--- src/rtl/pcihellocore_fan_pwm_if.sv ---
// Avalon-MM slave bus bundle for the fan PWM / tachometer block.
interface pcihellocore_fan_pwm_if;
   logic [1:0]  address;
   logic        chipselect;
   logic        write_n;
   logic [31:0] writedata;
   logic [31:0] readdata;

   modport master (
      output address,
      output chipselect,
      output write_n,
      output writedata,
      input  readdata
   );

   modport slave (
      input  address,
      input  chipselect,
      input  write_n,
      input  writedata,
      output readdata
   );
endinterface

--- src/rtl/pcihellocore_fan_pwm.sv ---
// Fan PWM generator with tachometer measurement and stall interrupt.
// Registers: 0 DUTY, 1 PRESCALE, 2 TACH (RO), 3 STATUS {fan_en_sync, irq_en, stall}.
// Optional macro FAN_PWM_SOFTSTART_EN: effective duty ramps one step per PWM
// period toward DUTY after fan enable; stall detection waits for the ramp.
module pcihellocore_fan_pwm #(
   parameter int unsigned TACH_WINDOW = 1000000
) (
   input  logic                   clk,
   input  logic                   reset_n,
   pcihellocore_fan_pwm_if.slave  bus,
   input  logic                   fan_en,
   input  logic                   tach_in,
   output logic                   pwm_out,
   output logic                   stall_irq
);

   localparam int unsigned WIN_W    = $clog2(TACH_WINDOW);
   localparam int unsigned CNT_W    = 16;
   localparam int unsigned DUTY_W   = 8;
   localparam logic [WIN_W-1:0]  WIN_LAST = WIN_W'(TACH_WINDOW - 1);
   localparam logic [DUTY_W-1:0] PWM_LAST = DUTY_W'(254);
   localparam logic [CNT_W-1:0]  CNT_MAX  = '1;
   localparam logic [1:0] ADDR_DUTY     = 2'd0;
   localparam logic [1:0] ADDR_PRESCALE = 2'd1;
   localparam logic [1:0] ADDR_TACH     = 2'd2;
   localparam logic [1:0] ADDR_STATUS   = 2'd3;

   // register file
   logic [DUTY_W-1:0] duty_q, duty_d;
   logic [CNT_W-1:0]  prescale_q, prescale_d;
   logic              irq_en_q, irq_en_d;
   logic              stall_q, stall_d;
   logic [CNT_W-1:0]  tach_q, tach_d;
   logic [31:0]       rdata_q, rdata_d;

   // PWM datapath
   logic [CNT_W-1:0]  presc_cnt_q, presc_cnt_d;
   logic [DUTY_W-1:0] pwm_cnt_q, pwm_cnt_d;
   logic [DUTY_W-1:0] eff_duty_q, eff_duty_d;
   logic [DUTY_W-1:0] duty_cmp;
   logic              pwm_out_q, pwm_out_d;
   logic              fan_prev_q;
   logic              fan_meta_q, fan_sync_q;
   logic              tick, wrap, fan_rise;

   // tachometer datapath
   logic              tach_meta_q, tach_sync_q, tach_prev_q;
   logic              tach_pulse;
   logic [WIN_W-1:0]  win_cnt_q, win_cnt_d;
   logic [CNT_W-1:0]  pulse_cnt_q, pulse_cnt_d;
   logic [CNT_W-1:0]  pulse_sum;
   logic              win_end;
   logic              stall_set, stall_clr, stall_allowed;
   logic              stall_irq_q, stall_irq_d;

   logic              wr_en;
   logic              unused_wdata;

   assign wr_en        = bus.chipselect & ~bus.write_n;
   assign unused_wdata = ^bus.writedata[31:16];

   // Host writes to DUTY, PRESCALE and STATUS.irq_en; TACH is read-only
   always_comb begin
      duty_d     = duty_q;
      prescale_d = prescale_q;
      irq_en_d   = irq_en_q;
      if (wr_en) begin
         case (bus.address)
            ADDR_DUTY:     duty_d     = bus.writedata[DUTY_W-1:0];
            ADDR_PRESCALE: prescale_d = bus.writedata[CNT_W-1:0];
            ADDR_STATUS:   irq_en_d   = bus.writedata[1];
            default:       ;
         endcase
      end
   end

   // Prescaler and 255-step PWM counter; both parked at 0 while the fan is off
   always_comb begin
      tick        = (presc_cnt_q == prescale_q);
      fan_rise    = fan_en & ~fan_prev_q;
      wrap        = fan_en & tick & (pwm_cnt_q == PWM_LAST);
      presc_cnt_d = presc_cnt_q;
      pwm_cnt_d   = pwm_cnt_q;
      if (!fan_en) begin
         presc_cnt_d = '0;
         pwm_cnt_d   = '0;
      end else if (tick) begin
         presc_cnt_d = '0;
         pwm_cnt_d   = wrap ? '0 : pwm_cnt_q + DUTY_W'(1);
      end else begin
         presc_cnt_d = presc_cnt_q + CNT_W'(1);
      end
   end

   // Effective duty only changes at period boundaries or on fan enable
   always_comb begin
      eff_duty_d = eff_duty_q;
`ifdef FAN_PWM_SOFTSTART_EN
      if (fan_rise) begin
         eff_duty_d = '0;
      end else if (wrap) begin
         if (eff_duty_q < duty_q) begin
            eff_duty_d = eff_duty_q + DUTY_W'(1);
         end else if (eff_duty_q > duty_q) begin
            eff_duty_d = eff_duty_q - DUTY_W'(1);
         end
      end
`else
      if (fan_rise || wrap) begin
         eff_duty_d = duty_q;
      end
`endif
   end

   // PWM compare; on the enable edge use the freshly loaded duty so the
   // first period starts clean instead of with a stale value
   always_comb begin
      duty_cmp  = fan_rise ? eff_duty_d : eff_duty_q;
      pwm_out_d = fan_en & (pwm_cnt_q < duty_cmp);
   end

   // Tach pulse counting over a free-running measurement window
   always_comb begin
      tach_pulse  = tach_sync_q & ~tach_prev_q;
      win_end     = (win_cnt_q == WIN_LAST);
      win_cnt_d   = win_end ? '0 : win_cnt_q + WIN_W'(1);
      pulse_sum   = (tach_pulse && (pulse_cnt_q != CNT_MAX)) ?
                    pulse_cnt_q + CNT_W'(1) : pulse_cnt_q;
      pulse_cnt_d = win_end ? '0 : pulse_sum;
      tach_d      = win_end ? pulse_sum : tach_q;
   end

   // Sticky stall flag; a new stall event beats a simultaneous W1C
   always_comb begin
`ifdef FAN_PWM_SOFTSTART_EN
      stall_allowed = (eff_duty_q == duty_q);
`else
      stall_allowed = 1'b1;
`endif
      stall_set   = win_end & (pulse_sum == '0) & fan_en &
                    (eff_duty_q != '0) & stall_allowed;
      stall_clr   = wr_en & (bus.address == ADDR_STATUS) & bus.writedata[0];
      stall_d     = stall_set | (stall_q & ~stall_clr);
      stall_irq_d = stall_d & irq_en_d;
   end

   // Read mux, registered every cycle independent of chipselect
   always_comb begin
      rdata_d = '0;
      case (bus.address)
         ADDR_DUTY:     rdata_d = {24'd0, duty_q};
         ADDR_PRESCALE: rdata_d = {16'd0, prescale_q};
         ADDR_TACH:     rdata_d = {16'd0, tach_q};
         ADDR_STATUS:   rdata_d = {29'd0, fan_sync_q, irq_en_q, stall_q};
         default:       rdata_d = '0;
      endcase
   end

   // State registers with synchronous active-low reset
   always_ff @(posedge clk) begin
      if (!reset_n) begin
         duty_q      <= '1;
         prescale_q  <= '0;
         irq_en_q    <= 1'b0;
         stall_q     <= 1'b0;
         tach_q      <= '0;
         rdata_q     <= '0;
         presc_cnt_q <= '0;
         pwm_cnt_q   <= '0;
         eff_duty_q  <= '1;
         pwm_out_q   <= 1'b0;
         // track the live level so a fan held on through reset runs at full speed
         fan_prev_q  <= fan_en;
         fan_meta_q  <= 1'b0;
         fan_sync_q  <= 1'b0;
         tach_meta_q <= 1'b0;
         tach_sync_q <= 1'b0;
         tach_prev_q <= 1'b0;
         win_cnt_q   <= '0;
         pulse_cnt_q <= '0;
         stall_irq_q <= 1'b0;
      end else begin
         duty_q      <= duty_d;
         prescale_q  <= prescale_d;
         irq_en_q    <= irq_en_d;
         stall_q     <= stall_d;
         tach_q      <= tach_d;
         rdata_q     <= rdata_d;
         presc_cnt_q <= presc_cnt_d;
         pwm_cnt_q   <= pwm_cnt_d;
         eff_duty_q  <= eff_duty_d;
         pwm_out_q   <= pwm_out_d;
         fan_prev_q  <= fan_en;
         fan_meta_q  <= fan_en;
         fan_sync_q  <= fan_meta_q;
         tach_meta_q <= tach_in;
         tach_sync_q <= tach_meta_q;
         tach_prev_q <= tach_sync_q;
         win_cnt_q   <= win_cnt_d;
         pulse_cnt_q <= pulse_cnt_d;
         stall_irq_q <= stall_irq_d;
      end
   end

   assign bus.readdata = rdata_q;
   assign pwm_out      = pwm_out_q;
   assign stall_irq    = stall_irq_q;

endmodule

--- src/flat_wrapper.sv ---
// flat-port wrapper written by rule: the top's interface ports become plain ports
module pcihellocore_fan_pwm_flat 
#(
   parameter int unsigned TACH_WINDOW = 1000000
)
  (clk, reset_n, fan_en, tach_in, pwm_out, stall_irq, bus_address, bus_chipselect, bus_write_n, bus_writedata, bus_readdata);
  pcihellocore_fan_pwm_if bus_i ();
  input  logic clk;
  input  logic reset_n;
  input  logic fan_en;
  input  logic tach_in;
  output logic pwm_out;
  output logic stall_irq;
  input wire logic [$bits(bus_i.address)-1:0] bus_address;
  input wire logic [$bits(bus_i.chipselect)-1:0] bus_chipselect;
  input wire logic [$bits(bus_i.write_n)-1:0] bus_write_n;
  input wire logic [$bits(bus_i.writedata)-1:0] bus_writedata;
  output wire logic [$bits(bus_i.readdata)-1:0] bus_readdata;
  assign bus_i.address = bus_address;
  assign bus_i.chipselect = bus_chipselect;
  assign bus_i.write_n = bus_write_n;
  assign bus_i.writedata = bus_writedata;
  assign bus_readdata = bus_i.readdata;
  pcihellocore_fan_pwm #(.TACH_WINDOW(TACH_WINDOW)) u_core (.clk(clk), .reset_n(reset_n), .bus(bus_i), .fan_en(fan_en), .tach_in(tach_in), .pwm_out(pwm_out), .stall_irq(stall_irq));
endmodule
--- config.mk ---
export PLATFORM = sky130hd
export DESIGN_NAME = pcihellocore_fan_pwm_flat
export DESIGN_NICKNAME = d
export VERILOG_FILES = /design/src/rtl/pcihellocore_fan_pwm_if.sv /design/src/rtl/pcihellocore_fan_pwm.sv /design/src/flat_wrapper.sv
export SDC_FILE = /design/constraint.sdc
export NUM_CORES = 1
export LEC_CHECK = 0
export BUFFER_PORTS_ARGS = -buffer_cell sky130_fd_sc_hd__buf_2
export CORE_MARGIN = 2
export CORE_UTILIZATION = 45
export CTS_CLUSTER_DIAMETER = 200
export CTS_CLUSTER_SIZE = 40
export DETAILED_ROUTE_END_ITERATION = 8
export GPL_ROUTABILITY_DRIVEN = 0
export MAX_ROUTING_LAYER = met4
export PLACE_DENSITY = 0.61
export SYNTH_ARGS = -nofsm -noshare
export SYNTH_HDL_FRONTEND = slang
export SYNTH_SLANG_ARGS = --single-unit
--- constraint.sdc ---
create_clock -name clk -period 2.9 [get_ports clk]
set_clock_uncertainty 0.15 [all_clocks]
set_input_delay 0.58 -clock clk [delete_from_list [all_inputs] [get_ports clk]]
set_output_delay 0.58 -clock clk [all_outputs]
set_load 0.02 [all_outputs]
==> flow_results.org, run 1 <==
** STA
- The max-slew violation count is 0.
- Maximum achievable frequency :: roughly 370 MHz
- Sum of negative setup slack :: 0 ns
- Share of the clock period used by the worst path after layout :: 92.6%
- Final setup violation count :: 0
- Setup repair after global routing left no endpoint under its margin.
- The final hold violation count was 0.
- Min Clock Period, post-route :: between 2 and 3 ns
- Headroom to the max-slew limit came out at a little under three fifths.
- Transition time at the pin with the least slew margin :: 0.638 ns

** Detailed routing
- Met2 wirelength from detailed routing :: around 6.6 mm
- Dividing the detail-routed wire length by the instance count gives ~15 µm.
- Via density :: 5.24
- First DRT Iteration DRCs :: between 300 and 400
- Number of remaining DRC errors :: 0
- In this run the top signal layer used is met4.
- Summed over all layers, the routed wires come to between 10 and 15 mm.
- Post-route antenna net violation count :: 0
- Total met3 wirelength after detailed routing :: slightly above 600 µm
- Drt first pass iters :: 5
- The routed layout has roughly 4800 vias.
- After detailed routing, the wire length on met1 is around 6.0 mm.

** Clocking
- Root buf cell :: clkbuf_16
- Count of clock tree sinks :: about 130
- Resized Gates After CTS :: 0
- Post-CTS Setup Bufs :: 0
- The clock reaches the later pin of the worst-skew pair after roughly 0.4 ns.
- The longest clock path from root to sink contains 2 buffers.
- Worst-path clk slew :: roughly 0.05 ns
- The clock tree synthesis step divided the H-tree into 4 levels.
- Post-CTS Hold Fix Bufs :: 0
- TritonCTS created 17 clock buffers.
- TritonCTS built the clock tree.

** Synth
- Dividing the synthesized area by the synthesized cell count gives approximately 9 µm².
- Register area share after synthesis :: 43.5%
- Unique cell type count in the Yosys netlist :: 53
- Post-synth EDFFs :: 0
- Combined area of all synthesized cells :: 0.00617 mm²
- Synthesis-stage register bit count :: 134
- During synthesis, Yosys emitted a total of 0 warnings.
- Number of standard cells after synthesis :: just under 700
- Post-synth ARST share :: 0%
- In the synthesized netlist the dominant register cell turns out to be dfxtp_1.
- Top cells by area, synth :: dfxtp_1 (43%), nand2_1 (6.1%), xnor2_1 (4.8%)
- Summed over its instances, the top area cell type makes up a little over two fifths of the synthesized netlist area.
- Of all cell types, the one taking the most synthesized area is dfxtp_1.

** Final layout
- Utilization after layout :: roughly 53%
- Total Nets Final :: slightly below 800
- Area added between synthesis and finish :: 13.4%
- Share of final-layout standard cells stronger than drive strength 1 :: around an eighth

** Min path
- The path class of the tightest hold or removal check is in2reg.

** GRT
- All-layer global routing usage :: roughly a fifth
- Maximum number of pins on one net before global-route repair :: 73
- First-pass GRT wire length :: approximately 22 mm
- Remaining Overflow, GRT :: 0
- The number of global-route vias before repair is between 4000 and 5000.
- Number of antenna violations at the first check in global routing :: 1

** Power
- Reported net switching power :: ~900 µW
- The internal portion of the total power is ~3.1 mW.
- Switch share :: between 20% and 30%
- In this run the power density over the cells is slightly below 600 mW/mm².
- Combinational cells account for under 10% of the total power.
- Sequential Power Share :: 47.1%
- Proportion of power drawn by the clock network :: approximately 47%
- Leakage power of the design :: 2.87 nW
- Across the VDD grid, the largest voltage drop is approximately 0.41 mV.

** Run status
- The flow ran to the end, and the final reports show no timing, DRC or antenna violations.

** Critical path
- Buf+Inv Stages, Crit Path :: 0
- STA classifies the critical path endpoint as a flop.
- In this run the worst path has a maximum fanout of 7.
- Critical path launch point type :: flop
- Worst path arrival time :: around 2.9 ns
- The slowest stage of the critical path is the dfxtp_1 cell.
- In this design, the stage delay of the slowest critical-path cell is 0.44 ns.
- Family with the most delay on the worst path :: compound AO/OA/AOI/OAI gates
- By startpoint and endpoint, the worst setup path is classified as reg2reg.
- Required time of the critical path :: 3.09 ns
- Cells along the critical path :: ha_1 -> nand3b_1 -> nor2_1 -> a21boi_0 -> mux2i_1 -> a2111oi_4 -> a41oi_2 -> nor2b_1

** Floorplan
- From bottom edge to top edge, the die measures 121 µm.
- Ports placed on the boundary :: 74
- The floorplan has 42 rows.
- Initial core utilization :: between 40% and 50%
- Die outline width :: 121 µm
- Area of the die :: between 0.01 and 0.015 mm²
- Placeable Area :: about 0.013 mm²

** Flow run
- The tool flagged a number of max-cap violations equal to 0.

** Placed design
- HPWL Detailed :: 9.76 mm
- Buffers placed on the I/O ports in this run total 41.
[cells in the final DEF, fill, tap and decap left out, types with 2 or more instances in the layout]
master	instances
dfxtp_1	134
nand2_1	100
nor2_1	66
buf_2	41
xnor2_1	34
nand3_1	31
mux2i_1	29
xor2_1	24
and2_1	22
o21ai_0	21
a21boi_0	19
nand4_1	19
clkbuf_16	17
nor2b_1	16
conb_1	16
ha_1	12
and3_1	11
o211a_1	11
or3_1	10
inv_1	9
a21oi_1	9
a22oi_1	8
buf_4	8
nand2b_1	7
clkbuf_1	6
and4_1	5
nor4_1	4
nor3_1	4
clkinv_2	4
clkbuf_8	4
mux4_2	3
o21a_1	3
o211ai_1	2
nand4_4	2
nand4b_1	2
nand3b_1	2
a211oi_1	2
[metrics by stage]
stage / worst slack, ns / area [µm²] / total power [mW] / hold WS, ns / std cells
floorplan: 0.654 / 6230 / 2.11 / 0.262 / 701
global placement: 0.334 / 6470 / 2.16 / 0.272 / 880
detailed placement: 0.234 / 6470 / 2.16 / 0.271 / 880
CTS: 0.207 / 6990 / 4.07 / 0.213 / 911
global route: 0.0463 / 7000 / 4.19 / 0.211 / 912
finish: 0.216 / 7000 / 4.03 / 0.223 / 912
[flip-flops by register name, indices dropped and copies added, names as in the netlist, 8 cells and up]
signal and cells:
u_core.pulse_cnt_q 16, u_core.pwm_cnt_q 8, u_core.prescale_q 16, u_core.eff_duty_q 8
u_core.duty_q 8, u_core.tach_q 16, u_core.win_cnt_q 20, u_core.presc_cnt_q 16
u_core.bus.readdata 16
[Yosys cell counts, drive strengths merged (7+ instances only)]
master and n:
o21ai 21, ha 12, and3 12, a21boi 19, dfxtp 134, nand2b 7, or3 12, a21oi 10
and2 22, clkbuf 24, mux2i 29, nand2 100, inv 9, nor2b 16, o211a 11, xor2 24
nor2 67, xnor2 34, a22oi 8, nand3 32, buf 22, nand4 21
[routing by layer]
metal | vias up | GRT usage [%]
met5 | - | -
met4 | 0 | 6.03
met3 | 17 | 5.50
met2 | 102 | 33.2
met1 | 2265 | 23.1
li1 | 2394 | -
[area by class of cell]
class,count,area (µm²)
Clock buffer,27,503
Clock inverter,4,20.0
Tap cell,176,220
Timing Repair Buffer,49,265
Inverter,9,33.8
Fill cell,1262,6300
Multi-Input combinational cell,512,3270
Sequential cell,134,2680
Antenna cell,1,2.50
[power by group through the flow]
stage	Clock (mW)	Sequential (mW)	Combinational, mW
2_1_floorplan	0	1.94	0.171
3_3_place_gp	0	1.94	0.224
3_5_place_dp	0	1.94	0.227
4_1_cts	1.94	1.90	0.229
5_1_grt	2.04	1.90	0.251
6_report	1.91	1.90	0.226
[logic make-up after synthesis]
kind of cell | synth area share [%]
compound gates | 9.93
fa+ha+maj | 2.43
other cells | 0.0608
xor+xnor | 8.23
buf+inv | 4.56
mux | 5.98
simple gates | 25.3
flops | 43.5
[path summary, 6_finish.rpt]
kind,start,endpoint,slack [ns],cells after the start
setup / recovery,u_core.pulse_cnt_q[0]$_SDFF_PP0_,u_core.stall_irq$_SDFF_PN0_,0.22,8
setup reg to reg,u_core.pulse_cnt_q[0]$_SDFF_PP0_,u_core.stall_irq$_SDFF_PN0_,0.22,8
hold / removal,tach_in,u_core.tach_meta_q$_SDFF_PN0_,0.22,2
hold reg to reg,u_core.tach_meta_q$_SDFF_PN0_,u_core.tach_sync_q$_SDFF_PN0_,0.28,1
[worst reg2reg max path: stages (launching register included)]
cell and delay, ns:
dfxtp_1 0.44, ha_1 0.32, nand3b_1 0.20, nor2_1 0.21
a21boi_0 0.43, mux2i_1 0.20, a2111oi_4 0.35, a41oi_2 0.18
nor2b_1 0.15
Note: power is estimated with default switching activity, not from simulation.
==> inputs of run 2 (changes only) <==
--- a/config.mk
+++ b/config.mk
@@ -12,7 +12,6 @@
 export CTS_CLUSTER_SIZE = 40
 export DETAILED_ROUTE_END_ITERATION = 8
 export GPL_ROUTABILITY_DRIVEN = 0
-export MAX_ROUTING_LAYER = met4
 export PLACE_DENSITY = 0.61
 export SYNTH_ARGS = -nofsm -noshare
 export SYNTH_HDL_FRONTEND = slang
==> run 2 against run 1 <==
  * Wire length hardly changed
  * Maximum frequency is 0.67% lower
  * Final cell count is 0.11% lower
  * Largest power group unchanged
  * Critical path depth stayed put
  * Combinational power hardly changed
  * Sequential share of layout area hardly changed
  * Highest routed layer is now met5
==> flow_results.org, run 2 (synthesis results as in run 1) <==
** Critical path
- The critical path buffer and inverter count was 0 (unchanged).
- Required time of the critical path :: 3.10 ns (about the same)
- Levels on crit path :: 8 (unchanged)
- Tracing the worst setup path back leads to its startpoint at u_core.pulse_cnt_q[0]$_SDFF_PP0_.
- Critical path endpoint :: u_core.stall_irq$_SDFF_PN0_
- Number of cells on the worst reg-to-reg path :: 8 (unchanged)
- Reg-to-reg endpoint :: u_core.stall_irq$_SDFF_PN0_
- The startpoint identified for the worst register-to-register timing path is u_core.pulse_cnt_q[0]$_SDFF_PP0_.
- Delay of the slowest critical-path stage :: 0.44 ns (about the same)
- The worst setup path is captured at a flop.
- The peak fanout along the critical path was 7 (unchanged).
- Setup slack on the worst flop-to-flop path :: 0.20 ns (-0.02 ns)
- Cells along the critical path :: ha_1 -> nand3b_1 -> nor2_1 -> a21boi_0 -> mux2i_1 -> a2111oi_4 -> a41oi_2 -> nor2b_1
- Critical path class :: reg2reg
- On the critical path, the stage with the largest delay is an instance of dfxtp_1.
- Worst path arrival time :: 2.90 ns (+0.02 ns)
- Critical path launch point type :: flop
- The kind of cell with the highest combined delay along the critical path is compound AO/OA/AOI/OAI gates.

** Clocking
- The number of H-tree levels is 4 (unchanged).
- TritonCTS built the clock tree.
- Root buf cell :: clkbuf_16
- The CTS clock-pin slew for the worst setup and hold paths was 0.05 ns (about the same).
- The total of cells resized after clock tree synthesis is 0 (unchanged).
- Count of clock tree sinks :: 134 (unchanged)
- The number of setup buffers added after CTS is 0 (unchanged).
- Num CTS Buffers :: 17 (unchanged)
- Latest clock arrival within the worst-skew pair :: 0.42 ns (about the same)
- Number of buffers between clock root and the deepest sink :: 2 (unchanged)
- Post-CTS Hold Fix Bufs :: 0 (unchanged)

** Run status
- Run status :: finished, final reports clean

** GRT
- All-layer global routing usage :: 19.2% (-0.61 points)
- The wire length of the first global-routing pass was 22.1 mm (unchanged).
- The remaining global-route overflow is 0 (unchanged).
- The number of global-route vias before repair is 4645 (+0.26%).
- The largest net degree at the start of global routing came to 73 (unchanged).
- Number of antenna violations at the first check in global routing :: 1 (unchanged)

** Detailed routing
- The total wire length after detailed routing came to 13.3 mm (about the same).
- Number of remaining DRC errors :: 0 (unchanged)
- First DRT Iteration DRCs :: 321 (-3.6%)
- Drt first pass iters :: 5 (unchanged)
- Via density :: 5.23 (-0.12%)
- The number of routed nets with antenna violations was 0 (unchanged).
- Average wire length per cell after detail routing :: 14.6 µm (+0.18%)
- Count of vias placed by the detailed router :: 4767 (-0.23%)

** Final layout
- The number of standard cells in the layout, taps in and fillers out was 911 (-0.11%).
- The number of inserted diodes was 0 (-1).
- Most flops, register :: u_core.win_cnt_q
- Area added between synthesis and finish :: 13.3% (about the same)
- The number of flip-flops under the largest register name is 20 (unchanged).
- Share of final-layout standard cells stronger than drive strength 1 :: 12.4% (unchanged)
- Leading cell types in the layout, fill and taps excluded :: dfxtp_1 (134), nand2_1 (100), nor2_1 (66)
- The fraction of the core area covered by cells at the end of the flow was 52.6% (about the same).
- Leaving out fill and tap cells, the most frequent cell in the layout is dfxtp_1.
- Total Nets Final :: 775 (unchanged)

** STA
- The transition time of the tightest slew-check pin is 0.632 ns (-0.00586 ns).
- Min Clock Period, post-route :: 2.70 ns (+0.0180 ns)
- The max-slew violation count came to 0 (unchanged).
- Total count of hold-check failures in the final report :: 0 (unchanged)
- Maximum achievable frequency :: 370 MHz (-0.67%)
- The setup TNS was 0 ns (unchanged).
- The final critical-path share of the clock period was 93.2% (+0.62 points).
- Final setup violation count :: 0 (unchanged)
- The setup slack of the critical path after layout is 0.198 ns (-0.0180 ns).
- Setup repair after global routing missed its margin :: no
- The remaining max-slew budget at the tightest pin was 57.8% (+0.39 points).

** Placed design
- The worst slack at placement came to 0.234 ns (unchanged).
- The post-placement cell count was 880 (unchanged).
- Number of buffers inserted by port buffering :: 41 (unchanged)
- The half-perimeter wire length after placement was 9.76 mm (unchanged).

** Power
- Design Power :: 4.04 mW (+0.13%)
- The static leakage is 2.87 nW (about the same).
- The largest vdd supply drop came to 0.411 mV (+0.98%).
- The total power density per cell area came to 577 mW/mm² (+0.17%).

** Floorplan
- The effective utilization at floorplan came to 46.4% (unchanged).
- The chip width is 121 µm (unchanged).
- Y dimension of the die :: 121 µm (unchanged)
- The area of the core region was 0.0133 mm² (unchanged).
- The total die area came to 0.0147 mm² (unchanged).
- Core Rows :: 42 (unchanged)
- Ports placed on the boundary :: 74 (unchanged)

** Min path
- The min-delay analysis places its worst path in the category in2reg.
- In this run the most critical hold path is launched from tach_in.

** Flow run
- Reported max-cap violation count :: 0 (unchanged)
run 2: cell types whose count changed in the layout (fill, tap and decap cells not counted), sizes merged:
cell	previous run	this run
diode	1	0
run 2: cell type report:
| class | instances | area [µm²] |
|---|---|---|
| Clock buffer | 27 | 503 |
| Clock inverter | 4 | 20.0 |
| Fill cell | 1261 | 6300 |
| Inverter | 9 | 33.8 |
| Multi-Input combinational cell | 512 | 3270 |
| Sequential cell | 134 | 2680 |
| Tap cell | 176 | 220 |
| Timing Repair Buffer | 49 | 265 |
run 2: routing by layer:
layer | vias up | GRT usage, % | share of wire (%)
met2 | 74 | 33.3 | 49
met3 | 24 | 5.22 | 3.8
met4 | 2 | 6.03 | 1.4
met1 | 2272 | 23.0 | 45
li1 | 2395 | - | -
met5 | - | 0 | 0.075
run 2: worst min-delay path by stage:
stage                     depth (start not counted)                       endpoint  slack (ns)
after CTS                                         2  u_core.tach_meta_q$_SDFF_PN0_        0.21
after detailed placement                          1  u_core.tach_sync_q$_SDFF_PN0_        0.27
after global routing                              1      u_core.fan_prev_q$_DFF_P_        0.21
after floorplan                                   1   u_core.fan_sync_q$_SDFF_PN0_        0.26
final                                             2  u_core.tach_meta_q$_SDFF_PN0_        0.22
after global placement                            1  u_core.tach_sync_q$_SDFF_PN0_        0.27
run 2: where the power goes:
part	total, mW	switching [mW]	internal, mW
logic	0.226	0.141	0.0848
clock network	1.91	0.742	1.17
registers	1.90	0.0253	1.87
total	4.04	0.908	3.13
run 2: through the flow:
| step | hold WS [ns] | instance area, µm² |
|---|---|---|
| 4_1_cts | 0.213 | 6990 |
| 5_1_grt | 0.214 | 6990 |
| 6_report | 0.221 | 6990 |
| 3_5_place_dp | 0.271 | 6470 |
| 2_1_floorplan | 0.262 | 6230 |
| 3_3_place_gp | 0.272 | 6470 |
==> inputs of run 3 (changes only) <==
--- a/config.mk
+++ b/config.mk
@@ -5,6 +5,7 @@
 export SDC_FILE = /design/constraint.sdc
 export NUM_CORES = 1
 export LEC_CHECK = 0
+export ABC_CLOCK_PERIOD_IN_PS = 2450
 export BUFFER_PORTS_ARGS = -buffer_cell sky130_fd_sc_hd__buf_2
 export CORE_MARGIN = 2
 export CORE_UTILIZATION = 45
@@ -12,7 +13,7 @@
 export CTS_CLUSTER_SIZE = 40
 export DETAILED_ROUTE_END_ITERATION = 8
 export GPL_ROUTABILITY_DRIVEN = 0
-export PLACE_DENSITY = 0.61
+export PLACE_DENSITY = 0.64
 export SYNTH_ARGS = -nofsm -noshare
 export SYNTH_HDL_FRONTEND = slang
 export SYNTH_SLANG_ARGS = --single-unit
==> constraint.sdc (replaced) <==
create_clock -name clk -period 2.45 [get_ports clk]
set_clock_uncertainty 0.15 [all_clocks]
set_input_delay 0.49 -clock clk [delete_from_list [all_inputs] [get_ports clk]]
set_output_delay 0.49 -clock clk [all_outputs]
set_load 0.02 [all_outputs]
==> run 3 against run 2 <==
  * Sequential share of layout area decreased by 1.3 points
  * Critical path depth rose by 1
  * Total power increased by 28%
  * Sequential power grew 18%
  * Combinational power rose by 27%
  * Highest routed layer is now met4
  * Non-clock buffer count up 15
  * Die area did not move
  * Critical path type unchanged
  * Cell area increased by 3.8%
  * Global-route usage up 0.99 points
  * First-iteration DRC count increased by 22%
==> flow_results.org, run 3 (synthesis results as in run 1) <==
** Clocking
- The number of setup buffers added after CTS came to 0 (unchanged).
- The worst-skew pair later-pin latency was 0.42 ns (about the same).
- Worst-path clk slew :: 0.06 ns (about the same)
- The number of H-tree levels was 4 (unchanged).
- TritonCTS built the clock tree.
- The deepest clock path buffer count came to 2 (unchanged).
- Root buf cell :: clkbuf_16
- Num CTS Buffers :: 17 (unchanged)
- The number of clock sinks was 134 (unchanged).
- The hold buffer count at cts is 0 (unchanged).
- Resized Gates After CTS :: 0 (unchanged)

** STA
- Max-slew violations :: 0 (unchanged)
- Min Clock Period, post-route :: 2.33 ns (-0.371 ns)
- Final setup violation count :: 0 (unchanged)
- The setup TNS is 0 ns (unchanged).
- The transition time of the tightest slew-check pin came to 0.509 ns (-0.123 ns).
- The final hold violation count came to 0 (unchanged).
- Headroom to the max-slew limit :: 66.0% (+8.2 points)
- Maximum achievable frequency :: 429 MHz (+16%)
- Minimum hold slack :: 0.128 ns (-0.0922 ns)
- Share of the clock period used by the worst path after layout :: 95.2% (+2.0 points)

** Floorplan
- The I/O pin count came to 74 (unchanged).
- The area of the core region was 0.0133 mm² (unchanged).
- The chip width came to 121 µm (unchanged).
- Area of the die :: 0.0147 mm² (unchanged)
- Y dimension of the die :: 121 µm (unchanged)
- Core Rows :: 42 (unchanged)
- Initial core utilization :: 46.4% (unchanged)

** Final layout
- The number of inserted diodes was 0 (unchanged).
- Most common cell after layout, fill and taps aside :: dfxtp_1
- The share of final-layout standard cells stronger than drive strength 1 is 16.2% (+3.9 points).
- Area added between synthesis and finish :: 17.6%
- Max FFs per register :: 20 (unchanged)
- Most flops, register :: u_core.win_cnt_q
- Leaving out fill and tap cells, the most frequent cells in the layout are dfxtp_1 (131), nand2_1 (100), nor2_1 (66).
- The post-layout net count was 790 (+1.9%).
- The post-route standard cell area excluding fillers came to 0.00726 mm² (+3.8%).

** GRT
- The remaining global-route overflow came to 0 (unchanged).
- First-pass GRT wire length :: 23.1 mm (+4.6%)
- Maximum number of pins on one net before global-route repair :: 55 (-25%)
- Number of antenna violations at the first check in global routing :: 0 (-1)
- The overall global routing resource usage is 20.2% (+0.99 points).
- The number of global-route vias before repair came to 4707 (+1.3%).

** Detailed routing
- First DRT Iteration DRCs :: 393 (+22%)
- Final routed wirelength across all metal layers :: 13.9 mm (+4.0%)
- Average wire length per cell after detail routing :: 15.0 µm (+2.2%)
- Post-route antenna net violation count :: 0 (unchanged)
- The detailed-router iteration count before antenna repair was 5 (unchanged).
- The DRC violation count after routing came to 0 (unchanged).
- The average vias per placed instance is 5.24 (+0.17%).
- Count of vias placed by the detailed router :: 4859 (+1.9%)

** Min path
- The worst hold path belongs to the class in2reg.

** Power
- The total power after layout came to 5.15 mW (+28%).
- The largest vdd supply drop is 0.516 mV (+26%).
- The total power density per cell area came to 709 mW/mm² (+23%).
- Leakage power of the design :: 2.99 nW (+4.3%)

** Critical path
- Required time of the critical path :: 2.61 ns (-0.49 ns)
- Crit Path Max Fanout :: 6 (-1)
- STA classifies the critical path startpoint as a flop.
- The data arrival time of the worst path was 2.49 ns (-0.41 ns).
- Critical path class :: reg2reg
- STA classifies the critical path endpoint as a flop.

** Placed design
- HPWL Detailed :: 10.1 mm (+3.8%)
- The area after detailed placement was 0.00661 mm² (+2.1%).
- Number of buffers inserted by port buffering :: 41 (unchanged)

** Flow run
- Reported max-cap violation count :: 0 (unchanged)

** Run status
- Run status :: finished, final reports clean
[run 3: cell types whose count changed in the layout (fill, tap and decap cells not counted), moves of 2 or more]
cell        previous run  this run
dfxtp_2                0         3
clkbuf_1               6         0
dfxtp_1              134       131
clkinvlp_4             0         3
buf_4                  8        21
buf_12                 0         2
bufinv_16              0         3
[run 3: worst paths after layout]
path | from | end | slack (ns) | cells after the start
setup / recovery | u_core.pulse_cnt_q[1]$_SDFF_PP0_ | u_core.stall_irq$_SDFF_PN0_ | 0.12 | 9
hold / removal | fan_en | u_core.fan_prev_q$_DFF_P_ | 0.13 | 1
setup reg to reg | u_core.pulse_cnt_q[1]$_SDFF_PP0_ | u_core.stall_irq$_SDFF_PN0_ | 0.12 | 9
hold reg to reg | u_core.tach_meta_q$_SDFF_PN0_ | u_core.tach_sync_q$_SDFF_PN0_ | 0.28 | 1
[run 3: cell type report]
cell class	count	area (µm²)
clock inverter	12	150
inverter	9	33.8
timing repair buffer	64	403
sequential	134	2690
multi-input combinational	512	3300
clock buffer	20	467
tap	176	220
fill	1213	6040
[run 3: layer usage]
layer	vias to the layer above	share of wire [%]	routed length [µm]	global-route usage [%]
met4	0	1.5	214	6.40
met3	23	4.3	600	5.78
met1	2308	45	6280	25.1
li1	2425	-	-	-
met5	-	0	0	0
met2	103	49	6780	33.7
[run 3: per-stage QoR]
step                cells  setup WS (ns)  utilization (%)
global route          927        -0.0115             54.6
detailed placement    895         0.0815             49.7
floorplan             701          0.241                -
global placement      895         0.0991             49.7
CTS                   927         0.0234             54.3
finish                927          0.119             54.6
[run 3: critical path: stages (launching register included)]
cell      delay, ns
dfxtp_2        0.37
ha_2           0.22
nand4_1        0.12
buf_4          0.19
o41ai_2        0.29
mux2i_1        0.21
a21boi_0       0.16
and4_1         0.21
a41oi_2        0.23
nor2b_1        0.07
[run 3: power by group]
part           internal (mW)  switching (mW)  total, mW
combinational          0.115           0.172      0.287
clock                   1.68           0.941       2.62
sequential              2.22          0.0294       2.25
